==> config.mk <==
export PLATFORM = sky130hd
export DESIGN_NAME = freq_duty_meter
export DESIGN_NICKNAME = d
export VERILOG_FILES = /design/src/rtl/freq_duty_meter.sv
export SDC_FILE = /design/constraint.sdc
export NUM_CORES = 2
export LEC_CHECK = 0
export CAP_MARGIN = 20
export CORE_UTILIZATION = 60
export DETAILED_ROUTE_END_ITERATION = 7
export PLACE_DENSITY = 0.77
export SYNTH_ARGS = -nofsm -noshare
export SYNTH_HDL_FRONTEND = slang
export SYNTH_SLANG_ARGS = --single-unit
==> constraint.sdc <==
create_clock -name clk -period 13 [get_ports clk]
set_clock_uncertainty 0.2 [all_clocks]
set_input_delay 2.6 -clock clk [delete_from_list [all_inputs] [get_ports clk]]
set_output_delay 2.6 -clock clk [all_outputs]
set_load 0.1 [all_outputs]
==> src/rtl/freq_duty_meter.sv <==
// freq_duty_meter
// Reciprocal frequency and duty-cycle meter. The measurement gate opens and
// closes on rising edges of the synchronised input, so every gate spans a
// whole number of signal periods. After the gate closes, one shared serial
// divider computes the frequency and then the duty cycle. The results are
// handed to the downstream sender with a single-cycle meas_valid pulse.

module freq_duty_meter #(
  parameter int unsigned CLK_FREQ       = 32'd50_000_000,
  parameter int unsigned GATE_CYCLES    = 32'd50_000_000,
  parameter int unsigned TIMEOUT_CYCLES = 32'd100_000_000
) (
  input  logic        clk,
  input  logic        rst_n,
  input  logic        sig_in,
  input  logic        tx_busy,
  output logic [33:0] freq,
  output logic [7:0]  duty,
  output logic [63:0] high_time,
  output logic [63:0] low_time,
  output logic        meas_valid,
  output logic        timeout,
  output logic        busy
);

  typedef enum logic [2:0] {
    IDLE  = 3'd0,
    ARM   = 3'd1,
    GATE  = 3'd2,
    CLOSE = 3'd3,
    DIV_F = 3'd4,
    DIV_D = 3'd5,
    DONE  = 3'd6
  } state_t;

  localparam logic [63:0] CLK_FREQ_W = 64'(CLK_FREQ);
  localparam logic [32:0] GATE_LIM   = 33'(GATE_CYCLES);
  localparam logic [32:0] WAIT_LIM   = 33'(TIMEOUT_CYCLES);
  localparam logic [63:0] FREQ_MAX   = 64'h0000_0003_FFFF_FFFF;
  localparam logic [63:0] DUTY_MAX   = 64'd100;

  // Frequency quotient limited to the 34-bit output range. A zero divisor gives 0.
  function automatic logic [33:0] sat_freq(input logic [63:0] q, input logic [63:0] d);
    logic [33:0] r;
    if (d == 64'd0) begin
      r = 34'd0;
    end else if (q > FREQ_MAX) begin
      r = 34'h3_FFFF_FFFF;
    end else begin
      r = q[33:0];
    end
    return r;
  endfunction

  // Duty quotient limited to 100 percent. A zero divisor gives 0.
  function automatic logic [7:0] clamp_duty(input logic [63:0] q, input logic [63:0] d);
    logic [7:0] r;
    if (d == 64'd0) begin
      r = 8'd0;
    end else if (q > DUTY_MAX) begin
      r = 8'd100;
    end else begin
      r = q[7:0];
    end
    return r;
  endfunction

  // Input synchroniser and edge-detector pipeline.
  logic meta_r;
  logic sync_r;
  logic lvl_r;
  logic prev_r;
  logic rise_s;

  // FSM state, measurement counters and divider registers.
  state_t      state_r;
  logic [63:0] ns_r;
  logic [63:0] nh_r;
  logic [63:0] nx_r;
  logic [31:0] gate_cnt_r;
  logic [31:0] wait_cnt_r;
  logic [5:0]  div_cnt_r;
  logic [63:0] rem_r;
  logic [63:0] dvd_r;

  // Staged results. They are copied to the outputs only when the result is handed off.
  logic [33:0] res_freq_r;
  logic [7:0]  res_duty_r;
  logic [63:0] res_high_r;
  logic [63:0] res_low_r;
  logic        res_to_r;

  // Outputs of one restoring-division step.
  logic [64:0] shifted_s;
  logic [63:0] rem_nxt_s;
  logic [63:0] quo_nxt_s;
  logic        q_bit_s;

  // Wait counters compared one step ahead, so the limit is reached on the last allowed cycle.
  logic gate_hit_s;
  logic wait_hit_s;

  // Two-flop synchroniser followed by a level/previous-level pair. Both edges see the same 3-cycle delay.
  always_ff @(posedge clk or negedge rst_n) begin
    if (!rst_n) begin
      meta_r <= 1'b0;
      sync_r <= 1'b0;
      lvl_r  <= 1'b0;
      prev_r <= 1'b0;
    end else begin
      meta_r <= sig_in;
      sync_r <= meta_r;
      lvl_r  <= sync_r;
      prev_r <= lvl_r;
    end
  end

  assign rise_s = lvl_r & ~prev_r;

  // One quotient bit per cycle. dvd_r shifts out dividend bits and shifts in quotient bits.
  always_comb begin
    shifted_s = {rem_r, dvd_r[63]};
    if (shifted_s >= {1'b0, ns_r}) begin
      rem_nxt_s = shifted_s[63:0] - ns_r;
      q_bit_s   = 1'b1;
    end else begin
      rem_nxt_s = shifted_s[63:0];
      q_bit_s   = 1'b0;
    end
    quo_nxt_s = {dvd_r[62:0], q_bit_s};
  end

  // Threshold detection for the gate length and the edge-wait timeout.
  always_comb begin
    if (({1'b0, gate_cnt_r} + 33'd1) >= GATE_LIM) begin
      gate_hit_s = 1'b1;
    end else begin
      gate_hit_s = 1'b0;
    end
    if (({1'b0, wait_cnt_r} + 33'd1) >= WAIT_LIM) begin
      wait_hit_s = 1'b1;
    end else begin
      wait_hit_s = 1'b0;
    end
  end

  // Measurement sequencer: gate control, counting, serial division and result hand-off.
  always_ff @(posedge clk or negedge rst_n) begin
    if (!rst_n) begin
      state_r    <= IDLE;
      ns_r       <= 64'd0;
      nh_r       <= 64'd0;
      nx_r       <= 64'd0;
      gate_cnt_r <= 32'd0;
      wait_cnt_r <= 32'd0;
      div_cnt_r  <= 6'd0;
      rem_r      <= 64'd0;
      dvd_r      <= 64'd0;
      res_freq_r <= 34'd0;
      res_duty_r <= 8'd0;
      res_high_r <= 64'd0;
      res_low_r  <= 64'd0;
      res_to_r   <= 1'b0;
      freq       <= 34'd0;
      duty       <= 8'd0;
      high_time  <= 64'd0;
      low_time   <= 64'd0;
      meas_valid <= 1'b0;
      timeout    <= 1'b0;
      busy       <= 1'b0;
    end else begin
      meas_valid <= 1'b0;
      case (state_r)
        IDLE: begin
          ns_r       <= 64'd0;
          nh_r       <= 64'd0;
          nx_r       <= 64'd0;
          gate_cnt_r <= 32'd0;
          wait_cnt_r <= 32'd0;
          busy       <= 1'b1;
          state_r    <= ARM;
        end
        ARM: begin
          if (rise_s) begin
            // The opening edge cycle is the first counted cycle and the start of the first period.
            ns_r       <= 64'd1;
            nh_r       <= {63'd0, lvl_r};
            nx_r       <= 64'd1;
            gate_cnt_r <= 32'd1;
            wait_cnt_r <= 32'd0;
            if (GATE_LIM <= 33'd1) begin
              state_r <= CLOSE;
            end else begin
              state_r <= GATE;
            end
          end else if (wait_hit_s) begin
            res_freq_r <= 34'd0;
            res_duty_r <= lvl_r ? 8'd100 : 8'd0;
            res_high_r <= 64'd0;
            res_low_r  <= 64'd0;
            res_to_r   <= 1'b1;
            state_r    <= DONE;
          end else begin
            wait_cnt_r <= wait_cnt_r + 32'd1;
          end
        end
        GATE: begin
          ns_r       <= ns_r + 64'd1;
          nh_r       <= nh_r + {63'd0, lvl_r};
          nx_r       <= nx_r + {63'd0, rise_s};
          gate_cnt_r <= gate_cnt_r + 32'd1;
          if (gate_hit_s) begin
            wait_cnt_r <= 32'd0;
            state_r    <= CLOSE;
          end
        end
        CLOSE: begin
          if (rise_s) begin
            // The closing edge is excluded. Start the frequency division from here.
            dvd_r     <= nx_r * CLK_FREQ_W;
            rem_r     <= 64'd0;
            div_cnt_r <= 6'd0;
            state_r   <= DIV_F;
          end else if (wait_hit_s) begin
            res_freq_r <= 34'd0;
            res_duty_r <= lvl_r ? 8'd100 : 8'd0;
            res_high_r <= 64'd0;
            res_low_r  <= 64'd0;
            res_to_r   <= 1'b1;
            state_r    <= DONE;
          end else begin
            ns_r       <= ns_r + 64'd1;
            nh_r       <= nh_r + {63'd0, lvl_r};
            wait_cnt_r <= wait_cnt_r + 32'd1;
          end
        end
        DIV_F: begin
          rem_r     <= rem_nxt_s;
          dvd_r     <= quo_nxt_s;
          div_cnt_r <= div_cnt_r + 6'd1;
          if (div_cnt_r == 6'd63) begin
            res_freq_r <= sat_freq(quo_nxt_s, ns_r);
            dvd_r      <= nh_r * 64'd100;
            rem_r      <= 64'd0;
            div_cnt_r  <= 6'd0;
            state_r    <= DIV_D;
          end
        end
        DIV_D: begin
          rem_r     <= rem_nxt_s;
          dvd_r     <= quo_nxt_s;
          div_cnt_r <= div_cnt_r + 6'd1;
          if (div_cnt_r == 6'd63) begin
            res_duty_r <= clamp_duty(quo_nxt_s, ns_r);
            res_high_r <= nh_r;
            res_low_r  <= ns_r - nh_r;
            res_to_r   <= 1'b0;
            div_cnt_r  <= 6'd0;
            state_r    <= DONE;
          end
        end
        DONE: begin
          if (!tx_busy) begin
            freq       <= res_freq_r;
            duty       <= res_duty_r;
            high_time  <= res_high_r;
            low_time   <= res_low_r;
            timeout    <= res_to_r;
            meas_valid <= 1'b1;
            busy       <= 1'b0;
            state_r    <= IDLE;
          end
        end
        default: begin
          busy    <= 1'b0;
          state_r <= IDLE;
        end
      endcase
    end
  end

endmodule

==> flow_summary.ini <==
[logic_synthesis]
ffs_w_async_s_r_synth_pct = 100
synth_enable_flop_cells = 0
postSynthCellCount = 6929
synthDistinctLibCells = 89
mappedNetlistArea_sq_um = 62700
synth_top_flop_cell = sky130_fd_sc_hd__dfrtp_1
synth.net_count = 7956
ys_warn_count = 0
synth-seq-cells = 734
synth_seq_area_share_pct = 29.3
post_synthesis_average_cell_area_sq_um = 9.05

[worst_setup_path]
setup.worst_path.start_class = flop
worst_ep_arrival_time_ps = 7990
required_ps = 13360
critPathSlowestCell = sky130_fd_sc_hd__fa_1
cpPeakStageDelay_ps = 550
cpLargestDelayFamily = adder cells
critical_path.endpoint_type = flop
timing.critical_path.cells = inv_1 -> fa_1 -> fa_1 -> inv_1 -> fa_1 -> fa_1 -> fa_1 -> inv_1 -> fa_1 -> inv_1 -> ha_1 -> a21oi_1 -> o21ai_0 -> a221oi_1 -> o21ai_0 -> o21ai_0 -> a21oi_1 -> a221o_1 -> a21oi_1 -> o31ai_1 -> xor2_1 -> a222oi_1 -> a21oi_1
setup.worst_path.class = reg -> reg
critPathMaxFanout = 6
crit_buf_inv = 4
timing.critical_path.mode_cell = sky130_fd_sc_hd__fa_1

[placement]
placed_cells_incl_taps = 8257
dpl.hpwl_um = 139000
postPlaceCellArea_sq_um = 65600
gp_routability_congestion = 0.968
portBuffers = 176
dpl_worst_slack_ps = 5540

[pwr]
power.ir.vdd_worst_uv = 234
pwr_density_cell_nw_per_um2 = 136
total_leakage_power_nw = 34.1

[sta]
fin_ws_ps = 5360
slew_headroom_pct = 20.0
worstMarginPinSlew_ps = 1200
period_minus_slack_ps = 7640
rsz0062_at_grt = no
finalSetupViolCount = 0
post-route-period-util_pct = 58.8
maxClockFrequency_ghz = 0.131
max_slew_violation_count = 0
report.final.hold_viol_count = 0
timing.setup.tns_ps = 0

[routing]
avgRoutedWirePerCell_um = 21.2
initialDrtViolationCount = 4787
drt-pass1-iter-count = 6
antenna_violating_nets_post_route = 0
total_wire_length_um = 178000
drc = 0
viasPerCell = 6.06
num_vias = 51003

[finish]
num_antenna_cells = 0
stdcell_count = 8415
drive_gt1_share_pct = 5.90
layout.cell_area.non_filler_sq_um = 68700
area_growth_syn_to_layout_pct = 9.58
layout_common_cells = 1111 x sky130_fd_sc_hd__inv_1, 734 x sky130_fd_sc_hd__dfrtp_1, 594 x sky130_fd_sc_hd__o21ai_0
final_nets = 7995
final_common_cell = sky130_fd_sc_hd__inv_1

[run_status]
status = completed

[clock_tree]
clk_latency_ps = 710
cts.clk_slew.worst_paths_ps = 70
ctsHoldBuffers = 0
cts.root.buffer_cell = sky130_fd_sc_hd__clkbuf_16
cts.repair_timing.setup_buffer_count = 0
tritoncts_clock_tree = built
cts-htree-levels = 3
cts_buffer_depth = 3
cts_num_sinks = 734
cts.repair.resized = 0
numCtsBuffers = 86

[global_route]
grt_pass1_wl_um = 284000
first_global_vias = 50761
grt_usage_pct = 34.0
antenna_found_initial = 2
globalRoute.totalOverflow = 0
grt_start_max_net_pins = 215

[floorplan]
initial_utilization_pct = 60.6
chipHeight_um = 325
top_level_ports = 177
die_area_sq_um = 106000
die_width_um = 325
rows = 118
core_region_area_sq_um = 103000

[min_path]
hp-class = reg -> reg

[flow_run]
count_of_maximum_capacitance_violations = 0
[report_power, final]
group	total (mW)	internal (mW)	switching [mW]
Sequential	2.94	2.62	0.318
Clock	2.58	1.49	1.09
Combinational	3.84	1.30	2.54
Total	9.36	5.42	3.94
[cell families after synthesis]
| kind of cell | after synthesis | synth area share (%) |
|---|---|---|
| compound gates | 1564 | 15.1 |
| simple gates | 1683 | 12.8 |
| mux | 188 | 3.35 |
| fa+ha+maj | 1023 | 26.3 |
| buf+inv | 1383 | 8.32 |
| flops | 734 | 29.3 |
| xor+xnor | 354 | 4.95 |
[through the flow]
stage | util (%) | hold WS [ps] | power [mW]
finish | 66.4 | 151 | 9.36
global route | 66.4 | 152 | 9.86
CTS | 66.3 | 151 | 9.33
detailed placement | 63.4 | 139 | 6.72
global placement | 63.4 | 135 | 6.65
floorplan | - | 131 | 5.65
[flip-flops by register name, summed over array words and instances, names as in the netlist, 64 cells and up]
| name | cells |
|---|---|
| rem_r | 64 |
| low_time | 64 |
| dvd_r | 64 |
| res_low_r | 64 |
| nh_r | 64 |
| ns_r | 64 |
| high_time | 64 |
| res_high_r | 64 |
[metal layers]
| metal | vias up | track usage, % | share of wire, % |
|---|---|---|---|
| met5 | - | 0 | 0 |
| met4 | 0 | 13.4 | 4.2 |
| met3 | 374 | 5.20 | 6.8 |
| met2 | 1825 | 53.9 | 46 |
| met1 | 25330 | 47.1 | 43 |
| li1 | 23474 | - | - |
[final timing paths]
check	from	to	slack, ps	depth (start not counted)
min in group asynchronous	rst_n	wait_cnt_r[3]	1670	1
setup / recovery	nx_r[7]	dvd_r[62]	5360	23
setup reg to reg	nx_r[7]	dvd_r[62]	5360	23
hold / removal	sync_r	lvl_r	150	0
max in group asynchronous	rst_n	res_high_r[40]	8640	3
hold reg to reg	sync_r	lvl_r	150	0
[synthesized netlist by cell type (16+ instances only)]
| master | number | area (sq um) |
|---|---|---|
| sky130_fd_sc_hd__nor2b_1 | 31 | 194 |
| sky130_fd_sc_hd__o41ai_1 | 18 | 158 |
| sky130_fd_sc_hd__buf_1 | 20 | 75.1 |
| sky130_fd_sc_hd__a31oi_1 | 62 | 388 |
| sky130_fd_sc_hd__clkbuf_1 | 237 | 890 |
| sky130_fd_sc_hd__mux2i_1 | 16 | 160 |
| sky130_fd_sc_hd__a22oi_1 | 27 | 203 |
| sky130_fd_sc_hd__nand3_1 | 277 | 1390 |
| sky130_fd_sc_hd__a221oi_1 | 23 | 201 |
| sky130_fd_sc_hd__o21ai_0 | 594 | 2970 |
| sky130_fd_sc_hd__o211ai_1 | 23 | 173 |
| sky130_fd_sc_hd__nand2b_1 | 40 | 250 |
| sky130_fd_sc_hd__xnor2_1 | 243 | 2130 |
| sky130_fd_sc_hd__and3_1 | 57 | 357 |
| sky130_fd_sc_hd__and2_1 | 27 | 169 |
| sky130_fd_sc_hd__ha_1 | 536 | 6710 |
| sky130_fd_sc_hd__o21a_1 | 35 | 263 |
| sky130_fd_sc_hd__nor3_1 | 59 | 295 |
| sky130_fd_sc_hd__or3_1 | 24 | 150 |
| sky130_fd_sc_hd__inv_1 | 1111 | 4170 |
| sky130_fd_sc_hd__nor2_1 | 443 | 1660 |
| sky130_fd_sc_hd__nand2_1 | 483 | 1810 |
| sky130_fd_sc_hd__a211oi_1 | 30 | 225 |
| sky130_fd_sc_hd__a21o_1 | 119 | 893 |
| sky130_fd_sc_hd__dfrtp_1 | 734 | 18400 |
| sky130_fd_sc_hd__mux2_2 | 172 | 1940 |
| sky130_fd_sc_hd__fa_1 | 487 | 9750 |
| sky130_fd_sc_hd__nor4_1 | 58 | 363 |
| sky130_fd_sc_hd__o21bai_1 | 46 | 345 |
| sky130_fd_sc_hd__nand4_1 | 91 | 569 |
| sky130_fd_sc_hd__a32oi_1 | 17 | 149 |
| sky130_fd_sc_hd__o31ai_1 | 58 | 435 |
| sky130_fd_sc_hd__xor2_1 | 111 | 972 |
| sky130_fd_sc_hd__a21oi_1 | 392 | 1960 |
| sky130_fd_sc_hd__and4_1 | 26 | 228 |
[worst register-to-register path: stages, from the launching register on]
cell,delay [ps]
sky130_fd_sc_hd__dfrtp_1,480
sky130_fd_sc_hd__inv_1,260
sky130_fd_sc_hd__fa_1,480
sky130_fd_sc_hd__fa_1,500
sky130_fd_sc_hd__inv_1,60
sky130_fd_sc_hd__fa_1,510
sky130_fd_sc_hd__fa_1,530
sky130_fd_sc_hd__fa_1,550
sky130_fd_sc_hd__inv_1,60
sky130_fd_sc_hd__fa_1,530
sky130_fd_sc_hd__inv_1,50
sky130_fd_sc_hd__ha_1,330
sky130_fd_sc_hd__a21oi_1,200
sky130_fd_sc_hd__o21ai_0,150
sky130_fd_sc_hd__a221oi_1,340
sky130_fd_sc_hd__o21ai_0,190
sky130_fd_sc_hd__o21ai_0,370
sky130_fd_sc_hd__a21oi_1,190
sky130_fd_sc_hd__a221o_1,430
sky130_fd_sc_hd__a21oi_1,320
sky130_fd_sc_hd__o31ai_1,150
sky130_fd_sc_hd__xor2_1,160
sky130_fd_sc_hd__a222oi_1,340
sky130_fd_sc_hd__a21oi_1,120
[cell type report]
type | instances | area [sq um]
tap | 1380 | 1730
inverter | 1112 | 4170
sequential | 734 | 18400
clock inverter | 44 | 612
timing repair buffer | 222 | 2230
fill | 8382 | 34800
multi-input combinational | 4812 | 39200
clock buffer | 111 | 2390
(Power assumes the default switching activity.)
